## src/rtl/hd44780_wait_timer.sv

```systemverilog
`default_nettype none
// hd44780_wait_timer: four free-running saturating wait counters, restarted together by clr,
// with a selector that picks which done flag drives waitclk. Rev 1.0

module hd44780_wait_timer #(
  parameter int unsigned COUNT0   = 20,
  parameter int unsigned COUNT1   = 20,
  parameter int unsigned COUNT2   = 2500,
  parameter int unsigned COUNT3   = 50000,
  parameter int unsigned SEL_BITS = 2
) (
  input  logic                     clk,
  input  logic                     rst,
  input  logic                     clr,
  input  logic [SEL_BITS-1:0]      sel,
  output logic [2**SEL_BITS-1:0]   sel_onehot,
  output logic [3:0]               flags,
  output logic                     waitclk
);

  localparam int unsigned NSEL   = 2**SEL_BITS;
  localparam logic [63:0] LIMITS = {16'(COUNT3), 16'(COUNT2), 16'(COUNT1), 16'(COUNT0)};

  generate
    for (genvar i = 0; i < NSEL; i++) begin : g_dec
      assign sel_onehot[i] = (sel == SEL_BITS'(i));
    end

    for (genvar i = 0; i < 4; i++) begin : g_cnt
      localparam logic [15:0] LIMIT = LIMITS[16*i +: 16];
      logic [15:0] count;

      // Saturating up-counter; clr wins even once the limit is reached.
      always_ff @(posedge clk or negedge rst) begin
        if (!rst)
          count <= '0;
        else if (clr)
          count <= '0;
        else if (count != LIMIT)
          count <= count + 16'd1;
      end

      assign flags[i] = (count == LIMIT);
    end
  endgenerate

  // Selector values >= 4 have all of the low four decode lines clear, so waitclk is 0.
  assign waitclk = |(flags & sel_onehot[3:0]);

endmodule

`default_nettype wire

```

## config.mk

```make
export PLATFORM = sky130hd
export DESIGN_NAME = hd44780_wait_timer
export DESIGN_NICKNAME = d
export VERILOG_FILES = /design/src/rtl/hd44780_wait_timer.sv
export SDC_FILE = /design/constraint.sdc
export NUM_CORES = 1
export LEC_CHECK = 0
export CAP_MARGIN = 10
export CORE_UTILIZATION = 34
export CTS_CLUSTER_DIAMETER = 120
export DETAILED_ROUTE_END_ITERATION = 10
export PLACE_DENSITY = 0.49
export SLEW_MARGIN = 20
export SYNTH_ARGS = -nofsm -noshare
export SYNTH_HDL_FRONTEND = slang
export SYNTH_SLANG_ARGS = --single-unit
```

## constraint.sdc

```tcl
create_clock -name clk -period 1.8 [get_ports clk]
set_clock_uncertainty 0.2 [all_clocks]
set_input_delay 0.18 -clock clk [delete_from_list [all_inputs] [get_ports clk]]
set_output_delay 0.18 -clock clk [all_outputs]
set_load 0.02 [all_outputs]
```

# Yosys cells after proc, flatten, opt, wreduce, memory -nomap -nowiden
# Index checks and enable logic that the tools add are counted.
[totals] memories=0 ramBits=0 reg_bits=64 out_inout_bits=9 input_bits=5 word_cells=34 latchBits=0 rom_bits=0
[op_classes] bitwise_logic=1 n_reduce_logical=6 shifts=0 div_mod_pow=0 n_eq_ne=11 addsub=4 muxes=8 magnitude_cmp=0 multipliers=0
[ops] op="$mux W16" n=8
[ops] op="$add A16 B1 Y16 const B" n=4
[ops] op="$eq A16 B5 Y1 const B" n=2
[ops] op="$ne A16 B5 Y1 const B" n=2
[ops] op="$eq A16 B12 Y1 const B" n=1
[ops] op="$eq A16 B16 Y1 const B" n=1
[ops] op="$ne A16 B12 Y1 const B" n=1
[ops] op="$ne A16 B16 Y1 const B" n=1
[ops] op="$reduce_bool A2 Y1" n=4
[ops] op="$and A4 B4 Y4" n=1
[ops] op="$eq A2 B2 Y1 const B" n=2
[ops] op="$reduce_or A4 Y1" n=1
[ops] op="$eq A2 B1 Y1 const B" n=1
[ops] op="$logic_not A2 Y1" n=1

# Depth between registers and ports, before layout
[depth] ltp_word=3 ltp_mapped=6 ltp_nobuf=6

# Least setup slack after synthesis
# No wires, ideal clock.
[synth_timing] path_type="register -> output" from="reg g_cnt[2].count[0]" to="out waitclk" stages_incl_launch_ff=7 t_required_ns=1.420 arrival_ns=1.610 path_slack_ns=-0.190 n_path_buf=0 cell_sequence="dfrtp_1 -> inv_1 -> ha_1 -> nor4b_1 -> nand4_1 -> inv_1 -> a221o_1"
[synth_between] elab_chain_cells=3
[synth_rtl] element="from (decl)" line="31" rtl="logic [15:0] count;"
[synth_rtl] element="from (signal assigned)" line="40" rtl="count <= count + 16'd1;"
[synth_rtl] element="$eq A16 B12 Y1" line="43" rtl="assign flags[i] = (count == LIMIT);"
[synth_rtl] element="via flags[2]" line="17" rtl="output logic [3:0] flags,"
[synth_rtl] element="$and A4 B4 Y4" line="48" rtl="assign waitclk = |(flags & sel_onehot[3:0]);"
[synth_rtl] element="$reduce_or A4 Y1" line="48"
[synth_rtl] element="to (decl)" line="18" rtl="output logic waitclk"
# The timed path passes the listed nets, and every way through them passes these cells.

# Worst setup path after layout
[layout_timing] from="reg g_cnt[1].count[12]" to="out waitclk"
[layout_between] elab_chain_cells=3
[layout_rtl] element="from (decl)" line="31"
[layout_rtl] element="from (signal assigned)" line="40"
[layout_rtl] element="$eq A16 B5 Y1" line="43"
[layout_rtl] element="$and A4 B4 Y4" line="48"
[layout_rtl] element="$reduce_or A4 Y1" line="48"
# Every way passes these cells.

==> flow_metrics.tcl <==
set metrics [dict create \
    post-route-min-period_ns 2.122 \
    drtIter0Drc 90 \
    yosys-mux-area-fraction_pct 1.509 \
    cts.sinks 64 \
    fill_cells 964 \
    ys_seq_elements 64 \
    finalCritPeriodShare_pct 117.9 \
    outcome "finished with violations" \
    cts_root_buf "clkbuf_8" \
    synth_top_area_cell "dfrtp_1" \
    grt_pass1_vias 2936 \
    yosysTopAreaCellShare_pct 47.11 \
    crit_path_start_kind "flip-flop" \
    peakVddDrop_uv 323.9 \
    seqCellArea_um2 1602 \
    multi_input_area_um2 1892 \
    required_ns 1.42 \
    clk_path_buf_depth 2 \
    track_usage_pct 17.22 \
    synthSimpleGateAreaFrac_pct 27.97 \
    wl_mm 8.202 \
    antenna_found_initial 0 \
    largest-register "g_cnt.count" \
    rsz0062_at_grt "true" \
    synthXorXnorAreaFrac_pct 11.08 \
    path_clk_slew_ns 0.07 \
    yosysWarnings 0 \
    synth-compound-area-share_pct 5.742 \
    endpoint_kind "primary output" \
    drv_cap 0 \
    num_rows 36 \
    ant_nets 0 \
    arrival_ns 1.74 \
    grt_use_met2_pct 28.96 \
    cp_num_buf_inv 1 \
    drt-pass1-iter-count 4 \
    largest_register_ffs 64 \
    reg_top3 "g_cnt.count: 64 flops" \
    worstSetupPathType "reg2out" \
    finalNetCount 491 \
    cp_slowest_cell "dfrtp_1" \
    slowest_delay_ns 0.41 \
    layout_common_cells "buf_4, dfrtp_1, nor2_1, xnor2_1, nand4_1" \
    maxSlewViolCount 0 \
    gr-usage-met1_pct 22.26 \
    path_cells "nor4_4 -> nand4_1 -> o22ai_1 -> a221o_1 -> buf_6" \
    initial_core_util_pct 34.94 \
    netlist_top_cells_area "dfrtp_1, xnor2_1, nor2_1" \
    cts_buffers 9 \
    grt_pass1_wl_mm 13.81 \
    final_common_cell "buf_4" \
    fmax_mhz 471.2 \
    setup_viol 5 \
    hold_viol 0 \
    tightestPinTransition_ns 0.4095 \
    fin_util_pct 49.60 \
    place_hpwl_mm 5.430 \
    violations "setup timing" \
    drive_above_1_share_pct 33.13 \
    slew-limit-headroom_pct 72.70 \
    grt_use_met3_pct 3.352 \
    clk_latency_ns 0.34 \
    cts_tree "yes" \
    seq_area_frac_synth_pct 47.11 \
    synthCells 364 \
    grt_overflow_total 0 \
    dieArea_um2 10400 \
    fin_ws_ns -0.3220 \
    die_h_um 102.0 \
    grt_max_degree 65 \
    hp-class "in2reg" \
    top_usage_layer "met2" \
    port_buffers 13 \
    pin_count 14 \
    die_w_um 102.0 \
    synthAdderAreaFrac_pct 2.944 \
    cellPowerDensity_nw_per_um2 582.8 \
    syn_nets 377 \
    crit_fanout 2 \
    num_vias 2930 \
    leakage_nw 2.155 \
    wl_per_cell_um 13.31 \
    cp_top_family "simple AND/OR/NAND/NOR gates" \
    gp_congestion 0.7672 \
    synth_area_per_cell_um2 9.339 \
    via_per_inst 4.756 \
    antennaDiodeCount 0 \
    yosysUniqueCellTypes 39 \
    synth_top_family_by_area "simple AND/OR/NAND/NOR gates" \
    area_growth_pct 41.96 \
    netlist_area_um2 3400 \
    core_area_um2 9729 \
    drc 0 \
    setup_tns_ns -1.083 \
    htreeDepth 3 \
]
## per-layer routing
metal	up-vias	share of wire, %
met4	0	1.2
li1	1493	-
met3	9	3.0
met5	-	0
met1	1390	47
met2	38	48
## where the power goes
| part | total (W) | switching (W) | internal, W |
|---|---|---|---|
| clock | 0.00108 | 0.000554 | 0.000529 |
| sequential | 0.00147 | 0.0000118 | 0.00146 |
| combinational | 0.000259 | 0.000146 | 0.000113 |
## synthesized netlist by cell type
library cell	n
a21bo_1	2
nor4b_1	3
a31oi_1	1
inv_1	25
nand3b_1	3
nand4_1	20
and4bb_2	1
and4b_1	2
nor3_1	17
o21bai_1	1
xnor2_1	33
and3_1	5
a21o_1	3
and3b_1	1
nor4_1	16
nor4bb_1	1
o22ai_1	1
nand2b_1	4
nor2b_1	2
dfrtp_1	64
mux2_2	1
and4_1	4
clkbuf_1	7
or3_4	1
or3_1	5
buf_1	1
nand3_2	2
nand2_1	16
mux2i_1	4
nand3_1	17
or2b_1	1
a221o_1	1
nor2_1	57
or3_2	1
o21ai_0	7
a31o_2	2
ha_1	8
a21oi_1	14
xor2_1	10
## final timing paths
path | from | end | slack [ns] | depth (start not counted)
worst max-delay path | g_cnt[1].count[12] | waitclk | -0.32 | 5
worst min-delay path | clr | g_cnt[1].count[14] | 0.05 | 2
worst max register to register | g_cnt[3].count[3] | g_cnt[3].count[13] | 0.01 | 5
worst min register to register | g_cnt[3].count[15] | g_cnt[3].count[15] | 0.36 | 2
max in group asynchronous | rst | g_cnt[2].count[11] | 0.93 | 3
min in group asynchronous | rst | g_cnt[3].count[12] | 0.18 | 3
## stage by stage
| stage | instances | power [W] | instance area [µm²] | worst slack [ns] | hold WS [ns] |
|---|---|---|---|---|---|
| floorplan | 364 | 0.001602 | 3408 | -0.1147 | -0.3156 |
| global placement | 589 | 0.001731 | 4330 | -0.4887 | 0.03406 |
| detailed placement | 589 | 0.001733 | 4330 | -0.4758 | 0.03213 |
| CTS | 613 | 0.002845 | 4611 | -0.3487 | 0.04630 |
| global route | 616 | 0.002960 | 4826 | -0.4088 | 0.06496 |
| finish | 616 | 0.002812 | 4826 | -0.3220 | 0.05364 |
## layout make-up
class	count	area share, %
Tap cell	133	3.448
Clock buffer	12	3.008
Multi-Input combinational cell	267	39.20
Inverter	25	1.996
Clock inverter	4	0.4148
Timing Repair Buffer	111	18.75
Sequential cell	64	33.19
## kinds of logic (layout without fill, tap and decap cells)
kind of cell	after synthesis	count (layout)
AND/OR/NAND/NOR	179	179
flip-flops	64	64
XOR/XNOR	43	43
buffers and inverters	33	152
AO/OA/AOI/OAI	32	32
adder cells (fa/ha/maj)	8	8
multiplexers	5	5
## what timing repair did
item | 4_1_cts | 5_1_grt
hold buffers | 1 | 0
resized for setup | 46 | 40
hold endpoints to repair | 64 | 0
pin swaps | 8 | 14
setup buffers | 7 | 6
cloned | 0 | 0
setup endpoints to repair | 10 | 42
(Power assumes the default switching activity.)
